[config.mk]
export PLATFORM = sky130hd
export DESIGN_NAME = bsg_mem_1rw_sync_mask_write_bit_banked_init_flat
export DESIGN_NICKNAME = d
export VERILOG_FILES = /design/src/rtl/bsg_mem_1rw_sync_mask_write_bit_banked_init_if.sv /design/src/rtl/bsg_mem_1rw_sync_mask_write_bit_banked_init.sv /design/src/flat_wrapper.sv
export SDC_FILE = /design/constraint.sdc
export NUM_CORES = 1
export LEC_CHECK = 0
export BUFFER_PORTS_ARGS = -buffer_cell sky130_fd_sc_hd__buf_2
export CAP_MARGIN = 20
export CORE_UTILIZATION = 52
export CTS_CLUSTER_DIAMETER = 40
export DETAILED_ROUTE_END_ITERATION = 16
export GPL_TIMING_DRIVEN = 0
export HOLD_SLACK_MARGIN = 0.06
export PLACE_DENSITY = 0.69
export SLEW_MARGIN = 20
export SYNTH_ARGS = -nofsm -noshare
export SYNTH_HDL_FRONTEND = slang
export SYNTH_SLANG_ARGS = --single-unit
[constraint.sdc]
create_clock -name clk_i -period 8.2 [get_ports clk_i]
set_input_delay 0.82 -clock clk_i [delete_from_list [all_inputs] [get_ports clk_i]]
set_output_delay 0.82 -clock clk_i [all_outputs]
set_load 0.1 [all_outputs]
[src/rtl/bsg_mem_1rw_sync_mask_write_bit_banked_init_if.sv]
// Access bus for the banked bit-mask memory: command/data in, ready and read data out.
// Subbank i occupies bits [i*sub_w +: sub_w] of every data/mask vector.
interface bsg_mem_1rw_sync_mask_write_bit_banked_init_if #(
  parameter int width_p          = 32,
  parameter int els_p            = 16,
  parameter int num_width_bank_p = 1
);
  localparam int addr_w = (els_p > 1) ? $clog2(els_p) : 1;

  logic [num_width_bank_p-1:0] v_i;
  logic                        w_i;
  logic [addr_w-1:0]           addr_i;
  logic [width_p-1:0]          w_mask_i;
  logic [width_p-1:0]          data_i;
  logic                        ready_o;
  logic [num_width_bank_p-1:0] data_v_o;
  logic [width_p-1:0]          data_o;

  // Handshake: an access is taken at a clk_i edge when ready_o=1 and |v_i=1;
  // read data for subbank i is presented the following cycle with data_v_o[i]=1.
  modport master (output v_i, w_i, addr_i, w_mask_i, data_i,
                  input  ready_o, data_v_o, data_o);
  modport slave  (input  v_i, w_i, addr_i, w_mask_i, data_i,
                  output ready_o, data_v_o, data_o);
endinterface

[src/rtl/bsg_mem_1rw_sync_mask_write_bit_banked_init.sv]
// Single-port bit-masked memory split into column subbanks and row banks, zero-filled
// by an init FSM after reset, with optional per-subbank hold of the last read value.
module bsg_mem_1rw_sync_mask_write_bit_banked_init #(
  parameter int width_p           = 32,
  parameter int els_p             = 16,
  parameter int num_width_bank_p  = 1,
  parameter int num_depth_bank_p  = 1,
  parameter int latch_last_read_p = 1,
  parameter int init_on_reset_p   = 1,
  parameter int harden_p          = 0
) (
  input  logic clk_i,
  input  logic reset_n_i,
  bsg_mem_1rw_sync_mask_write_bit_banked_init_if.slave bus
);
  localparam int sub_w      = width_p / num_width_bank_p;
  localparam int bank_depth = els_p / num_depth_bank_p;
  localparam int addr_w     = (els_p > 1) ? $clog2(els_p) : 1;
  localparam int row_w      = (bank_depth > 1) ? $clog2(bank_depth) : 1;
  localparam int bank_w     = (num_depth_bank_p > 1) ? $clog2(num_depth_bank_p) : 1;

  if (width_p <= 0 || (width_p & (width_p - 1)) != 0) begin : g_err_width
    $error("width_p must be a power of 2");
  end
  if (els_p <= 0 || (els_p & (els_p - 1)) != 0) begin : g_err_els
    $error("els_p must be a power of 2");
  end
  if (num_width_bank_p <= 0 || num_depth_bank_p <= 0) begin : g_err_zero
    $error("bank counts must be non-zero");
  end else if ((width_p % num_width_bank_p) != 0 || (els_p % num_depth_bank_p) != 0) begin : g_err_div
    $error("subbank width and bank depth must be integers");
  end
  if ((num_depth_bank_p & (num_depth_bank_p - 1)) != 0) begin : g_err_nd
    $error("num_depth_bank_p must be a power of 2");
  end
  // harden_p picks a hard macro in a foundry flow; this is the behavioral array.
  if (harden_p < 0) begin : g_err_harden
    $error("harden_p must be non-negative");
  end

  typedef enum logic {INIT = 1'b0, READY = 1'b1} state_e;
  localparam state_e rst_state = (init_on_reset_p != 0) ? INIT : READY;

  state_e            state_q, state_n;
  logic [row_w-1:0]  init_cnt_q, init_cnt_n;
  logic              init_we;
  logic              ready, acc;
  logic [row_w-1:0]  row;
  logic [bank_w-1:0] bank;
  logic [width_p-1:0] v_bits, w_bits;

  logic [width_p-1:0] mem     [num_depth_bank_p][bank_depth];
  logic [width_p-1:0] rdata_q [num_depth_bank_p];
  logic [num_width_bank_p-1:0] data_v_q;
  logic [bank_w-1:0]  rd_bank_q;
  logic [width_p-1:0] rd_mux, dout;

  if (bank_depth > 1) begin : g_row
    assign row = bus.addr_i[row_w-1:0];
  end else begin : g_row_one
    assign row = '0;
  end
  if (num_depth_bank_p > 1) begin : g_bank
    assign bank = bus.addr_i[addr_w-1 -: bank_w];
  end else begin : g_bank_one
    assign bank = '0;
  end

  always_comb begin
    v_bits = '0;
    for (int i = 0; i < num_width_bank_p; i++) v_bits[i*sub_w +: sub_w] = {sub_w{bus.v_i[i]}};
  end
  assign w_bits = v_bits & bus.w_mask_i;

  always_ff @(posedge clk_i) begin
    if (!reset_n_i) begin
      state_q    <= rst_state;
      init_cnt_q <= '0;
    end else begin
      state_q    <= state_n;
      init_cnt_q <= init_cnt_n;
    end
  end

  always_comb begin
    state_n    = state_q;
    init_cnt_n = init_cnt_q;
    init_we    = 1'b0;
    case (state_q)
      INIT: begin
        init_we    = reset_n_i;
        init_cnt_n = init_cnt_q + row_w'(1);
        if (init_cnt_q == row_w'(bank_depth - 1)) state_n = READY;
      end
      default: ;
    endcase
  end

  assign ready       = (state_q == READY);
  assign acc         = ready && (|bus.v_i) && reset_n_i;
  assign bus.ready_o = ready;

  // Init writes the same row of every bank; otherwise only the addressed bank is enabled.
  always_ff @(posedge clk_i) begin
    for (int b = 0; b < num_depth_bank_p; b++) begin
      if (init_we) begin
        mem[b][init_cnt_q] <= '0;
      end else if (acc && bank == bank_w'(b)) begin
        if (bus.w_i) mem[b][row] <= (mem[b][row] & ~w_bits) | (bus.data_i & w_bits);
        else         rdata_q[b]  <= (rdata_q[b] & ~v_bits) | (mem[b][row] & v_bits);
      end
    end
  end

  always_ff @(posedge clk_i) begin
    if (!reset_n_i) begin
      data_v_q  <= '0;
      rd_bank_q <= '0;
    end else begin
      data_v_q <= (acc && !bus.w_i) ? bus.v_i : '0;
      if (acc && !bus.w_i) rd_bank_q <= bank;
    end
  end

  assign rd_mux       = rdata_q[rd_bank_q];
  assign bus.data_v_o = data_v_q;
  assign bus.data_o   = dout;

  if (latch_last_read_p != 0) begin : g_latch
    logic [width_p-1:0] hold_q, dv_bits;
    always_comb begin
      dv_bits = '0;
      for (int i = 0; i < num_width_bank_p; i++) dv_bits[i*sub_w +: sub_w] = {sub_w{data_v_q[i]}};
    end
    assign dout = (rd_mux & dv_bits) | (hold_q & ~dv_bits);
    always_ff @(posedge clk_i) begin
      if (!reset_n_i) hold_q <= '0;
      else            hold_q <= dout;
    end
  end else begin : g_no_latch
    assign dout = rd_mux;
  end
endmodule

[src/flat_wrapper.sv]
// flat-port wrapper written by rule: the top's interface ports become plain ports
module bsg_mem_1rw_sync_mask_write_bit_banked_init_flat 
#(
  parameter int width_p           = 32,
  parameter int els_p             = 16,
  parameter int num_width_bank_p  = 1,
  parameter int num_depth_bank_p  = 1,
  parameter int latch_last_read_p = 1,
  parameter int init_on_reset_p   = 1,
  parameter int harden_p          = 0
)
  (clk_i, reset_n_i, bus_v_i, bus_w_i, bus_addr_i, bus_w_mask_i, bus_data_i, bus_ready_o, bus_data_v_o, bus_data_o);
  bsg_mem_1rw_sync_mask_write_bit_banked_init_if #(.width_p(width_p), .els_p(els_p), .num_width_bank_p(num_width_bank_p)) bus_i ();
  input  logic clk_i;
  input  logic reset_n_i;
  input wire logic [$bits(bus_i.v_i)-1:0] bus_v_i;
  input wire logic [$bits(bus_i.w_i)-1:0] bus_w_i;
  input wire logic [$bits(bus_i.addr_i)-1:0] bus_addr_i;
  input wire logic [$bits(bus_i.w_mask_i)-1:0] bus_w_mask_i;
  input wire logic [$bits(bus_i.data_i)-1:0] bus_data_i;
  output wire logic [$bits(bus_i.ready_o)-1:0] bus_ready_o;
  output wire logic [$bits(bus_i.data_v_o)-1:0] bus_data_v_o;
  output wire logic [$bits(bus_i.data_o)-1:0] bus_data_o;
  assign bus_i.v_i = bus_v_i;
  assign bus_i.w_i = bus_w_i;
  assign bus_i.addr_i = bus_addr_i;
  assign bus_i.w_mask_i = bus_w_mask_i;
  assign bus_i.data_i = bus_data_i;
  assign bus_ready_o = bus_i.ready_o;
  assign bus_data_v_o = bus_i.data_v_o;
  assign bus_data_o = bus_i.data_o;
  bsg_mem_1rw_sync_mask_write_bit_banked_init #(.width_p(width_p), .els_p(els_p), .num_width_bank_p(num_width_bank_p), .num_depth_bank_p(num_depth_bank_p), .latch_last_read_p(latch_last_read_p), .init_on_reset_p(init_on_reset_p), .harden_p(harden_p)) u_core (.clk_i(clk_i), .reset_n_i(reset_n_i), .bus(bus_i));
endmodule
==> reports/summary.txt <==
most frequent cell after synthesis -> edfxtp_1
Num CTS Buffers -> 74
switching power -> 1403 uW
Synth Area in Compound Gates -> 5.059%
largest cells by area after synthesis -> edfxtp_1, mux4_2, dfxtp_1, mux2_1, a22oi_1
multiplexer area fraction after synthesis -> 14.41%
Post-synth EDFFs -> 544
Final #Nets -> 1380
critical path fanouts, max -> 10
sw frac -> 20.89%
Final Critical Period -> 3.855 ns
Synth top area share -> 72.34%
Routed Antenna Nets -> 0
WP data arrival -> 3.03 ns
Core ar. -> 42420 um^2
Synth top cells by count -> edfxtp_1, mux4_2, a22oi_1
largest family of logic cells by synthesized area -> multiplexers
CP required -> 7.38 ns
Hold Path Class -> input pin to flip-flop
placed instance count -> 1805
Place WS -> 4.148 ns
RSZ-0062 raised after global routing -> no
final cell count without fillers -> 1937
Fill cells -> 2805
VDD IR-drop max -> 123.3 uV
Clock Latency Late Sink -> 0.59 ns
Leak -> 0.01013 uW
routability cong. -> 0.7383
Initial DRC Count -> 1118
Port Buffers -> 103
Hold WS -> 0.4583 ns
FP Rows -> 75
clock buffer depth -> 3
Sequential Power Share -> 48.4%
CP endpoint kind -> output port
grt total ovfl -> 0
MaxCap Viol Count -> 0
number of vias per cell -> 6.075
sequential fraction of the synthesis area -> 75.71%
Pint -> 5313 uW
layout cell share with drive strength beyond 1 -> 34.49%
clock network power share -> 47.5%
Mapped Cells -> 1092
Hold Vio Cnt, Final -> 0
Synth Area in XOR/XNOR -> 0.1164%
# Post-CTS Setup Buffers -> 0
GRT Util Overall -> 25.27%
drt wl/cell -> 27.76 um
CTS tree -> yes
fin crit share -> 47.01%
final worst setup slack -> 4.345 ns
Slew @ Worst Pin -> 1.115 ns
Post-synth ARST share -> 0%
Netlist cell types -> 31
cts hold-fix bufs -> 0
Synth Cell Area -> 22580 um^2
max-slew violation count -> 0
Clock Pin Slew Worst Setup and Hold Paths -> 0.05 ns
Setup TNS -> 0 ns
Top FF cell, synth -> edfxtp_1
status -> finished, final reports clean
Starting Density -> 53.24%
#FFs+latches synth -> 582
First-pass DRT Iterations -> 5
Clock Sinks -> 582
PwrDens -> 245.0 nW/um^2
area leader, netlist -> edfxtp_1
# setup viols final -> 0
io pins -> 106
area grow syn2layout -> 21.41%
Post-Syn Nets -> 1168
Vias -> 11770
kind of critical path -> flip-flop to output port
Ys Warns -> 0
initial antenna violation count -> 0
largest net degree at the start of global routing -> 20
final wirelength -> 53780 um
Syn Area/Cell -> 20.68 um^2
Synth Area in Simple Gates -> 2.931%
first-pass GRT wire length -> 79250 um
Root Buffer -> clkbuf_16
Peak Freq -> 259.4 MHz
vias in the first global route -> 12120
die area -> 44260 um^2
die height -> 210.4 um
power share of the combinational group -> 4.2%
DRC -> 0
Synth Area in Adders -> 0.2216%
Worst Setup Start Kind -> flip-flop
Max-slew headroom -> 25.66%
Post-CTS Resized -> 0
H-tree levels -> 3
number of diodes -> 0
die width -> 210.4 um
placed instance area -> 24920 um^2
DP HPWL -> 34760 um
Post-Layout Inst Area -> 27420 um^2
clk_skew -> 0.01481 ns
state kept, by name, indices dropped and copies added (netlist names), named ones only:
| signal | cells |
|---|---|
| u_core.init_cnt_q | 4 |
| u_core.bus.ready_o | 1 |
| u_core.bus.data_v_o | 1 |
| u_core.mem | 512 |
| u_core.g_latch.hold_q | 32 |
critical path, cell delays in order (launching register included):
cell      delay (ns)
dfxtp_1         0.34
clkbuf_1        0.54
buf_1           0.84
mux2_1          0.29
buf_2           0.43
path summary, 6_finish.rpt:
kind / startpoint / endpoint / slack [ns] / cells after the start
max reg2reg: u_core.bus.ready_o / u_core.mem[0][367] / 4.99 / 4
max: u_core.bus.data_v_o / bus_data_o[5] / 4.35 / 4
min reg2reg: u_core.g_latch.hold_q[2] / u_core.g_latch.hold_q[2] / 0.56 / 2
min: bus_w_i / u_core.bus.data_v_o / 0.46 / 2
cells in the final DEF (no fill, tap or decap), types with 4 or more instances in the layout:
cell type	netlist	layout
a21oi_1	32	16
buf_6	9	9
o22ai_4	0	16
bufinv_16	0	6
a22oi_1	41	41
nand3_1	33	33
nand2b_1	5	5
inv_6	0	9
clkinv_2	0	10
clkbuf_16	0	77
clkbuf_8	0	4
mux2_1	30	30
a21oi_2	0	16
buf_2	17	120
buf_16	0	30
and2_1	36	36
mux4_2	128	128
nor2_1	5	4
a22oi_2	23	23
nand2_1	40	40
clkinv_4	0	4
clkbuf_1	29	43
edfxtp_1	544	544
a22o_1	32	32
buf_1	6	6
ha_1	4	4
nor2b_1	5	5
dfxtp_1	38	38
stage by stage:
step                total power [uW]  utilization [%]
floorplan                       3461                -
global placement                3555            56.16
detailed placement              3585            58.76
CTS                             6754            64.50
global route                    6882            64.64
finish                          6716            64.64
power by group through the flow:
stage	combinational (uW)	sequential (uW)	clock (uW)
2_1_floorplan	154	3310	0
3_3_place_gp	243	3310	0
3_5_place_dp	277	3310	0
4_1_cts	279	3250	3230
5_1_grt	294	3250	3340
6_report	279	3250	3190
final cells by class:
type / count / area [um^2] / share of cell area (%)
clock inverters: 37 / 400.4 / 1.460
repair buffers: 136 / 1391 / 5.075
well taps: 577 / 721.9 / 2.633
flip-flops and latches: 582 / 17100 / 62.36
clock buffers: 95 / 2034 / 7.420
plain buffers: 64 / 340.3 / 1.241
multi-input cells: 443 / 5421 / 19.77
inverters: 3 / 11.26 / 0.04107
layer usage:
layer / global-route usage [%] / share of wire (%) / up-vias / wire length (um)
met3: 4.187 / 7.0 / 101 / 3774
li1: - / - / 4995 / -
met4: 9.395 / 3.2 / 0 / 1716
met1: 34.77 / 41 / 6145 / 21970
met2: 41.08 / 49 / 527 / 26320
met5: 0 / 0 / - / 0
logic make-up after synthesis:
group,count (synthesis)
DFF,582
muxes,161
AOI/OAI and AO/OA,145
and+or+nand+nor,130
buffers and inverters,67
adders and majority gates,4
xor gates and xnor gates,3
(Power assumes the default switching activity.)
